<file path="config.mk">
export PLATFORM = sky130hd
export DESIGN_NAME = qspi_rx_shift
export DESIGN_NICKNAME = d
export VERILOG_FILES = /design/src/rtl/qspi_pkg.sv /design/src/rtl/qspi_rx_shift.sv
export SDC_FILE = /design/constraint.sdc
export NUM_CORES = 1
export LEC_CHECK = 0
export BUFFER_PORTS_ARGS = -buffer_cell sky130_fd_sc_hd__buf_2
export CORE_ASPECT_RATIO = 1.5
export CORE_MARGIN = 2
export CORE_UTILIZATION = 48
export DETAILED_ROUTE_END_ITERATION = 12
export GPL_ROUTABILITY_DRIVEN = 1
export MAX_ROUTING_LAYER = met4
export PLACE_DENSITY_LB_ADDON = 0.1
export SYNTH_ARGS = -nofsm -noshare
export SYNTH_HDL_FRONTEND = slang
export SYNTH_SLANG_ARGS = --single-unit
export TNS_END_PERCENT = 10
</file>
<file path="constraint.sdc">
create_clock -name clk_i -period 4.1 [get_ports clk_i]
set_input_delay 0.82 -clock clk_i [delete_from_list [all_inputs] [get_ports clk_i]]
set_output_delay 0.82 -clock clk_i [all_outputs]
set_load 0.03 [all_outputs]
</file>
<file path="src/rtl/qspi_pkg.sv">
// Shared quad-SPI definitions: bus and word widths, receive FSM states,
// nibble order, and the byte-length to nibble-count decode.
package qspi_pkg;

    localparam int unsigned DATA_W  = 32;
    localparam int unsigned NIB_W   = 4;
    localparam int unsigned NIB_N   = DATA_W / NIB_W;
    localparam int unsigned CNT_W   = $clog2(NIB_N);
    localparam int unsigned NCNT_W  = CNT_W + 1;

    typedef enum logic [1:0] {
        IDLE  = 2'd0,
        SHIFT = 2'd1,
        HOLD  = 2'd2
    } rx_state_e;

    typedef enum logic {
        ORD_MSB = 1'b0,
        ORD_LSB = 1'b1
    } qspi_order_e;

    // len 1..3 selects that many bytes, 0 selects the full four-byte word
    function automatic logic [NCNT_W-1:0] nib_count(input logic [1:0] len);
        logic [NCNT_W-1:0] n;
        if (len == 2'd0) begin
            n = NCNT_W'(NIB_N);
        end else begin
            n = NCNT_W'({len, 1'b0});
        end
        return n;
    endfunction

    // msb wins over lsb; neither set falls back to MSB-first
    function automatic qspi_order_e sel_order(input logic msb, input logic lsb);
        qspi_order_e o;
        if (msb) begin
            o = ORD_MSB;
        end else if (lsb) begin
            o = ORD_LSB;
        end else begin
            o = ORD_MSB;
        end
        return o;
    endfunction

endpackage

</file>
<file path="src/rtl/qspi_rx_shift.sv">
// Quad-SPI receive shifter: captures 2..8 nibbles from qsd_i into a word and
// offers it downstream with a valid/ready handshake.
module qspi_rx_shift
    import qspi_pkg::*;
(
    input  logic              clk_i,
    input  logic              rst_ni,
    input  logic              msb,
    input  logic              lsb,
    input  logic              start_i,
    input  logic [1:0]        len_i,
    input  logic              abort_i,
    input  logic [NIB_W-1:0]  qsd_i,
    input  logic              ready_i,
    output logic [DATA_W-1:0] data_o,
    output logic              valid_o,
    output logic              busy_o,
    output logic              overrun_o
);

    rx_state_e          state_q;
    qspi_order_e        order_q;
    logic [DATA_W-1:0]  shreg_q;
    logic [DATA_W-1:0]  shreg_d;
    logic [CNT_W-1:0]   cnt_q;
    logic [CNT_W-1:0]   last_q;
    logic               accept_c;

    // A start is taken from IDLE, or from HOLD when the held word is consumed
    // in the same cycle so back-to-back captures have no bubble.
    always_comb begin
        accept_c = 1'b0;
        if (start_i) begin
            accept_c = (state_q == IDLE) || ((state_q == HOLD) && ready_i);
        end
    end

    // Shift register contents after capturing the current qsd_i nibble.
    always_comb begin
        shreg_d = shreg_q;
        if (order_q == ORD_LSB) begin
            shreg_d[{cnt_q, 2'b00} +: NIB_W] = qsd_i;
        end else begin
            shreg_d = {shreg_q[DATA_W-NIB_W-1:0], qsd_i};
        end
    end

    always_ff @(posedge clk_i or negedge rst_ni) begin
        if (!rst_ni) begin
            state_q   <= IDLE;
            order_q   <= ORD_MSB;
            shreg_q   <= '0;
            cnt_q     <= '0;
            last_q    <= '0;
            data_o    <= '0;
            valid_o   <= 1'b0;
            busy_o    <= 1'b0;
            overrun_o <= 1'b0;
        end else begin
            overrun_o <= 1'b0;
            if (accept_c) begin
                order_q <= sel_order(msb, lsb);
                last_q  <= CNT_W'(nib_count(len_i) - NCNT_W'(1));
                shreg_q <= '0;
                cnt_q   <= '0;
                valid_o <= 1'b0;
                busy_o  <= 1'b1;
                state_q <= SHIFT;
            end else begin
                unique case (state_q)
                    IDLE: begin
                        valid_o <= 1'b0;
                        busy_o  <= 1'b0;
                    end
                    SHIFT: begin
                        if (abort_i) begin
                            shreg_q <= '0;
                            cnt_q   <= '0;
                            busy_o  <= 1'b0;
                            state_q <= IDLE;
                        end else if (cnt_q == last_q) begin
                            shreg_q <= shreg_d;
                            cnt_q   <= '0;
                            data_o  <= shreg_d;
                            valid_o <= 1'b1;
                            busy_o  <= 1'b0;
                            state_q <= HOLD;
                        end else begin
                            shreg_q <= shreg_d;
                            cnt_q   <= cnt_q + CNT_W'(1);
                        end
                    end
                    HOLD: begin
                        if (ready_i) begin
                            valid_o <= 1'b0;
                            state_q <= IDLE;
                        end else if (start_i) begin
                            overrun_o <= 1'b1;
                        end
                    end
                    default: begin
                        state_q <= IDLE;
                    end
                endcase
            end
        end
    end

endmodule

</file>
After elaboration in Yosys (flattened, before gate mapping)
Cells that the tools add are included.
{ "classes": {"n_addsub": 3, "n_eq_ne": 8, "shift": 2, "n_mux": 32, "n_bitwise": 2, "reduce_logical": 11} }
{ "ops": {"columns": ["operator", "n"], "rows": [
  ["32-bit two-way mux", 4],
  ["32-bit bitwise mux", 1],
  ["4-bit by 7-bit variable shift with 32-bit output (first input constant)", 1],
  ["4-bit by 7-bit indexed part select with 32-bit output", 1],
  ["3-bit two-way mux", 6],
  ["1-bit two-way mux", 14],
  ["3-bit inequality test (second input constant)", 3],
  ["2-bit two-way mux", 4],
  ["4-bit AND reduction", 2],
  ["5-bit negator with 7-bit output", 1],
  ["2-bit case mux with 3 select lines", 1],
  ["2-bit zero test", 2],
  ["4-bit inequality test (second input constant)", 1],
  ["4-bit nonzero test", 1],
  ["3-bit by 1-bit adder with 3-bit output (second input constant)", 1],
  ["3-bit == test", 1],
  ["1-bit case mux with 3 select lines", 1],
  ["3-bit AND reduction", 1],
  ["3-bit nonzero test", 1],
  ["3-bit by 1-bit subtractor with 3-bit output (second input constant)", 1],
  ["2-bit by 1-bit == test with 1-bit output (second input constant)", 1],
  ["2-bit == test (second input constant)", 1],
  ["2-bit inequality test (second input constant)", 1],
  ["1-bit NOT", 2],
  ["5 further kinds", 5]
]} }
{ "totals": {"register_bits": 76, "output_inout_bits": 35, "word_cells": 67} }

Longest topological paths before layout
{ "logic_depth": {"word_depth": 7, "mapped_depth": 10} }

Least setup slack after synthesis
Ideal clock, no wire load.
{ "synth_path": {"path_type": "register -> register", "startpoint": "reg cnt_q[0]", "endpoint": "reg shreg_q[0]", "arrival_time_ns": 2.522, "setup_slack_ns": 1.457, "path_stages_with_launch": 10, "path_buffers": 3, "synth_period_minus_slack_ns": 2.643, "cell_sequence": "dfrtp_1 > buf_2 > buf_1 > inv_1 > ha_1 > ha_1 > clkbuf_1 > o41ai_4 > o21bai_1 > a22o_2"} }
{ "synth_between": {"elab_chain_len": 7} }
{ "synth_rtl": {"columns": ["item", "line_no", "text"], "rows": [
  ["from (decl)", "qspi_rx_shift.sv:25", "logic [CNT_W-1:0] cnt_q;"],
  ["from (signal assigned)", "qspi_rx_shift.sv:90", "cnt_q <= cnt_q + CNT_W'(1);"],
  ["5-bit negator with 7-bit output *", "qspi_rx_shift.sv:42", "shreg_d[{cnt_q, 2'b00} +: NIB_W] = qsd_i;"],
  ["4-bit by 7-bit indexed part select with 32-bit output / 4-bit by 7-bit variable shift with 32-bit output (equally long branches)", "qspi_rx_shift.sv:42", null],
  ["32-bit bitwise mux *", "qspi_rx_shift.sv:42", null],
  ["32-bit two-way mux *", "qspi_rx_shift.sv:41", "if (order_q == ORD_LSB) begin"],
  ["32-bit two-way mux *", "qspi_rx_shift.sv:76", "if (abort_i) begin"],
  ["32-bit two-way mux *", "qspi_rx_shift.sv:70", "unique case (state_q)"],
  ["32-bit two-way mux *", "qspi_rx_shift.sv:61", "if (accept_c) begin"],
  ["to (signal assigned)", "qspi_rx_shift.sv:82", "shreg_q <= shreg_d;"],
  ["to (signal assigned)", "qspi_rx_shift.sv:89", "shreg_q <= shreg_d;"],
  ["to (decl)", "qspi_rx_shift.sv:23", "logic [DATA_W-1:0] shreg_q;"]
]} }
Mark *: on every way between the ends. The rest lies on a longest branch, timed or not. The select of a mux whose other input is x is not followed.
A chain may end at the register's enable or synchronous reset.

Worst setup path after layout
{ "layout_path": {"startpoint": "reg cnt_q[0]", "endpoint": "reg shreg_q[17]"} }
The elaborated chain is that of the path after synthesis.

==> Flow_metrics.wiki <==
{| class="wikitable"
! Metric !! Value
|-
| Result of the run || finished, final reports clean
|-
| Synth Flop Type || dfrtp_1
|-
| Routed wire length per instance || 17.2 um
|-
| Placed insts || 527
|-
| Share of synthesized flip-flops with an asynchronous set or reset || 100%
|-
| Die Width || 77.0 um
|-
| Min Clock Period, post-route || 2.86 ns
|-
| Mapped Cells || 399
|-
| Std-Cell Core Area || 7710 sq um
|-
| Signed area change from the synthesized netlist to the final layout || 16.4%
|-
| Number of antenna violations at the first check in global routing || 0
|-
| Most common cell type on the critical path || ha_1
|-
| Buffers & Inverters on Critical Path || 1
|-
| Worst-path maximum fanout || 21
|-
| Worst min-delay path category || reg2reg
|-
| Reg2Reg Launch Point || cnt_q[0]
|-
| Library cell with the largest summed area after synthesis || dfrtp_1
|-
| Sequential cell area fraction in the yosys report || 49.6%
|-
| YS warnings || 0
|-
| Data required time of the critical path || 4.33 ns
|-
| Wire length of the first global-routing pass || 15.4 mm
|-
| Cell class contributing the biggest share of worst-path delay || adder cells
|-
| Cts-stage hold buffer count || 0
|-
| Area enclosed by the die boundary || 8740 sq um
|-
| Final wirelength || 9.35 mm
|-
| Critical Path Source Type || flop
|-
| Post-layout nets || 457
|-
| Max-slew violation count || 0
|-
| Max rail drop VDD || 0.000481 V
|-
| Layout cells sized above 1 || 17.9%
|-
| Post-synthesis cell area || 3840 sq um
|-
| DR iter-0 viols || 233
|-
| Worst EP arrival || 3.10 ns
|-
| Height of the die || 114 um
|-
| Commonest non-fill, non-tap cell in the layout || nor2_1
|-
| Clock tree skew after final layout || 0.00443 ns
|-
| Number of nets with antenna violations after detailed routing || 0
|-
| Maximum number of pins on one net before global-route repair || 77
|-
| Number of input and output port buffers inserted || 47
|-
| Drt first pass iters || 4
|-
| Number of stages on the worst setup path || 7
|-
| Number of placed I/O pins || 48
|-
| Pin slew with the least headroom to its limit || 1.09 ns
|-
| Worst-skew pair later-pin latency || 0.34 ns
|-
| Vias post-DR || 3,210
|-
| Filler instances || 734
|-
| Max Buffers Root-to-Sink || 2
|-
| CTS clock-pin slew for the worst setup and hold paths || 0.06 ns
|-
| Setup-violating endpoint count in the final report || 0
|-
| Count of H-tree levels built during CTS || 3
|-
| Starting density of the core || 49.8%
|-
| Worst R2R Path Depth || 7
|-
| Synthesized area divided by synthesized cell count || 9.62 sq um
|-
| Hold path startpoint || order_q
|-
| GRT Util Overall || 23.4%
|-
| Setup fix buffers added after clock tree synthesis || 0
|-
| Dominant cells by area after synthesis || dfrtp_1 50%, a22o_1 13%, nor2_1 8.1%, o211ai_1 4.7%, o21ai_0 3.1%
|-
| Critical Path Start || cnt_q[0]
|-
| Core Rows || 39
|-
| CTS tree || done
|-
| Critical Path Sink || shreg_q[17]
|-
| FF-to-FF End || shreg_q[17]
|-
| CP Capture Type || flop
|-
| Max-capacitance violation count || 0
|-
| Area of all sequential standard cells || 1900 sq um
|-
| Via density per instance || 5.91
|-
| R2r setup slk || 1.24 ns
|-
| Worst path max stage delay || 0.73 ns
|-
| DRC violation count after routing || 0
|-
| Number of flops mapped to enable cells by yosys || 0
|-
| Total clock buffers created by CTS || 9
|-
| Clock tree sinks || 76
|-
| Final-report hold violation count || 0
|-
| Final Wtd Congestion || 0.868
|-
| Multi-input combinational cell area || 1800 sq um
|-
| Cell Count, Final, Fillers Out || 543
|-
| RSZ-0062 raised after global routing || no
|-
| Post-Syn Nets || 420
|-
| Remaining global-route overflow || 0
|-
| Final HPWL DP || 6.36 mm
|-
| Yosys cell types || 37
|-
| Cell-by-cell trace of the critical path || inv_1, ha_1, ha_1, or4b_1, o21ai_0, nand3_1, a22o_1
|-
| # resized after CTS || 0
|-
| Cell area power density || 783 nW/um^2
|-
| Category of the critical setup timing path || reg2reg
|-
| Final clock period utilization by the worst path || 69.8%
|-
| Max_slew headroom || 26.2%
|-
| Slowest cell on crit path || dfrtp_1
|-
| Max Fclk || 349 MHz
|-
| Most frequent cells in the layout || 83 x nor2_1, 76 x dfrtp_1, 56 x a22o_1
|-
| Leakage power summed over all cells || 2.06 nW
|-
| Fraction of post-synthesis cell area in the top cell type by area || 49.6%
|-
| Setup total negative slack || 0 ns
|-
| Via count of the first global-routing pass || 3,095
|-
| Number of antenna diodes || 0
|-
| Number of register bits inferred by synthesis || 76
|-
| Clock root buffer || clkbuf_16
|}
==> flip-flops by register name (all words and copies together) (netlist names) <==
signal,cells
last_q,3
data_o,32
busy_o,1
state_q,2
valid_o,1
shreg_q,32
cnt_q,3
overrun_o,1
order_q,1
==> per-layer routing <==
| layer | global-route usage [%] | part of all wire, % | vias up |
|---|---|---|---|
| met5 | - | 0 | - |
| met4 | 10.5 | 2.7 | 0 |
| met3 | 4.75 | 5.4 | 18 |
| met2 | 37.0 | 49 | 98 |
| met1 | 29.2 | 43 | 1578 |
| li1 | - | - | 1516 |
==> worst min path at each step <==
stage                      to  slack [ns]  cells past startpoint
finish                order_q        0.48                      2
global route          order_q        0.51                      2
CTS                   order_q        0.48                      2
detailed placement    order_q        0.47                      2
global placement      order_q        0.46                      2
floorplan           last_q[0]        0.46                      1
==> area by class of cell <==
cell class	count	share of cell area, %
clock buffers	12	5.97
inverters	9	0.757
repair buffers	51	6.00
clock inverters	4	1.57
flip-flops and latches	76	42.6
multi-input cells	289	40.3
well taps	102	2.86
==> power by group <==
part	internal (mW)	leakage (nW)	total (mW)	switching (mW)
sequential	0.990	1.02	1.20	0.206
combinational	0.507	0.875	1.41	0.907
clock	0.580	0.169	0.889	0.308
==> cells in the mapped netlist (all sizes together) (2+ instances only) <==
library cell / n
a21oi: 2
a22o: 60
buf: 10
clkbuf: 15
dfrtp: 76
ha: 8
inv: 9
mux2i: 4
nand2: 32
nand2b: 5
nand3: 9
nand4b: 4
nor2: 83
nor2b: 4
nor3b: 3
o211ai: 24
o21ai: 28
o311ai: 3
or2: 3
or2b: 2
xnor2: 3
==> worst min-delay path, stage by stage, from the launching register on <==
cell and delay [ns]:
dfrtp_1 0.34, nand2_1 0.05, o21ai_0 0.06
==> through the flow <==
stage                     util [%]  total power, mW  cell area (sq um)  hold WS [ns]  worst slack, ns
after floorplan                  -             2.24               3840         0.456             1.46
after global placement        53.6             2.59               4130         0.463             1.36
after detailed placement      53.6             2.62               4130         0.472             1.27
after CTS                     57.9             3.52               4470         0.484             1.24
after global routing          57.9             3.72               4470         0.510             1.01
final                         57.9             3.50               4470         0.479             1.24
==> logic make-up (layout without fill, tap and decap cells) <==
kind of cell / after synthesis / count (layout) / synth area share [%]
adder cells (fa/ha/maj): 8 / 8 / 2.61
flip-flops: 76 / 76 / 49.6
buffers and inverters: 34 / 76 / 3.68
AO/OA/AOI/OAI: 122 / 122 / 24.7
multiplexers: 4 / 4 / 1.04
XOR/XNOR: 3 / 3 / 0.685
AND/OR/NAND/NOR: 152 / 152 / 17.8
No activity file was read; power rests on OpenSTA's default activity.
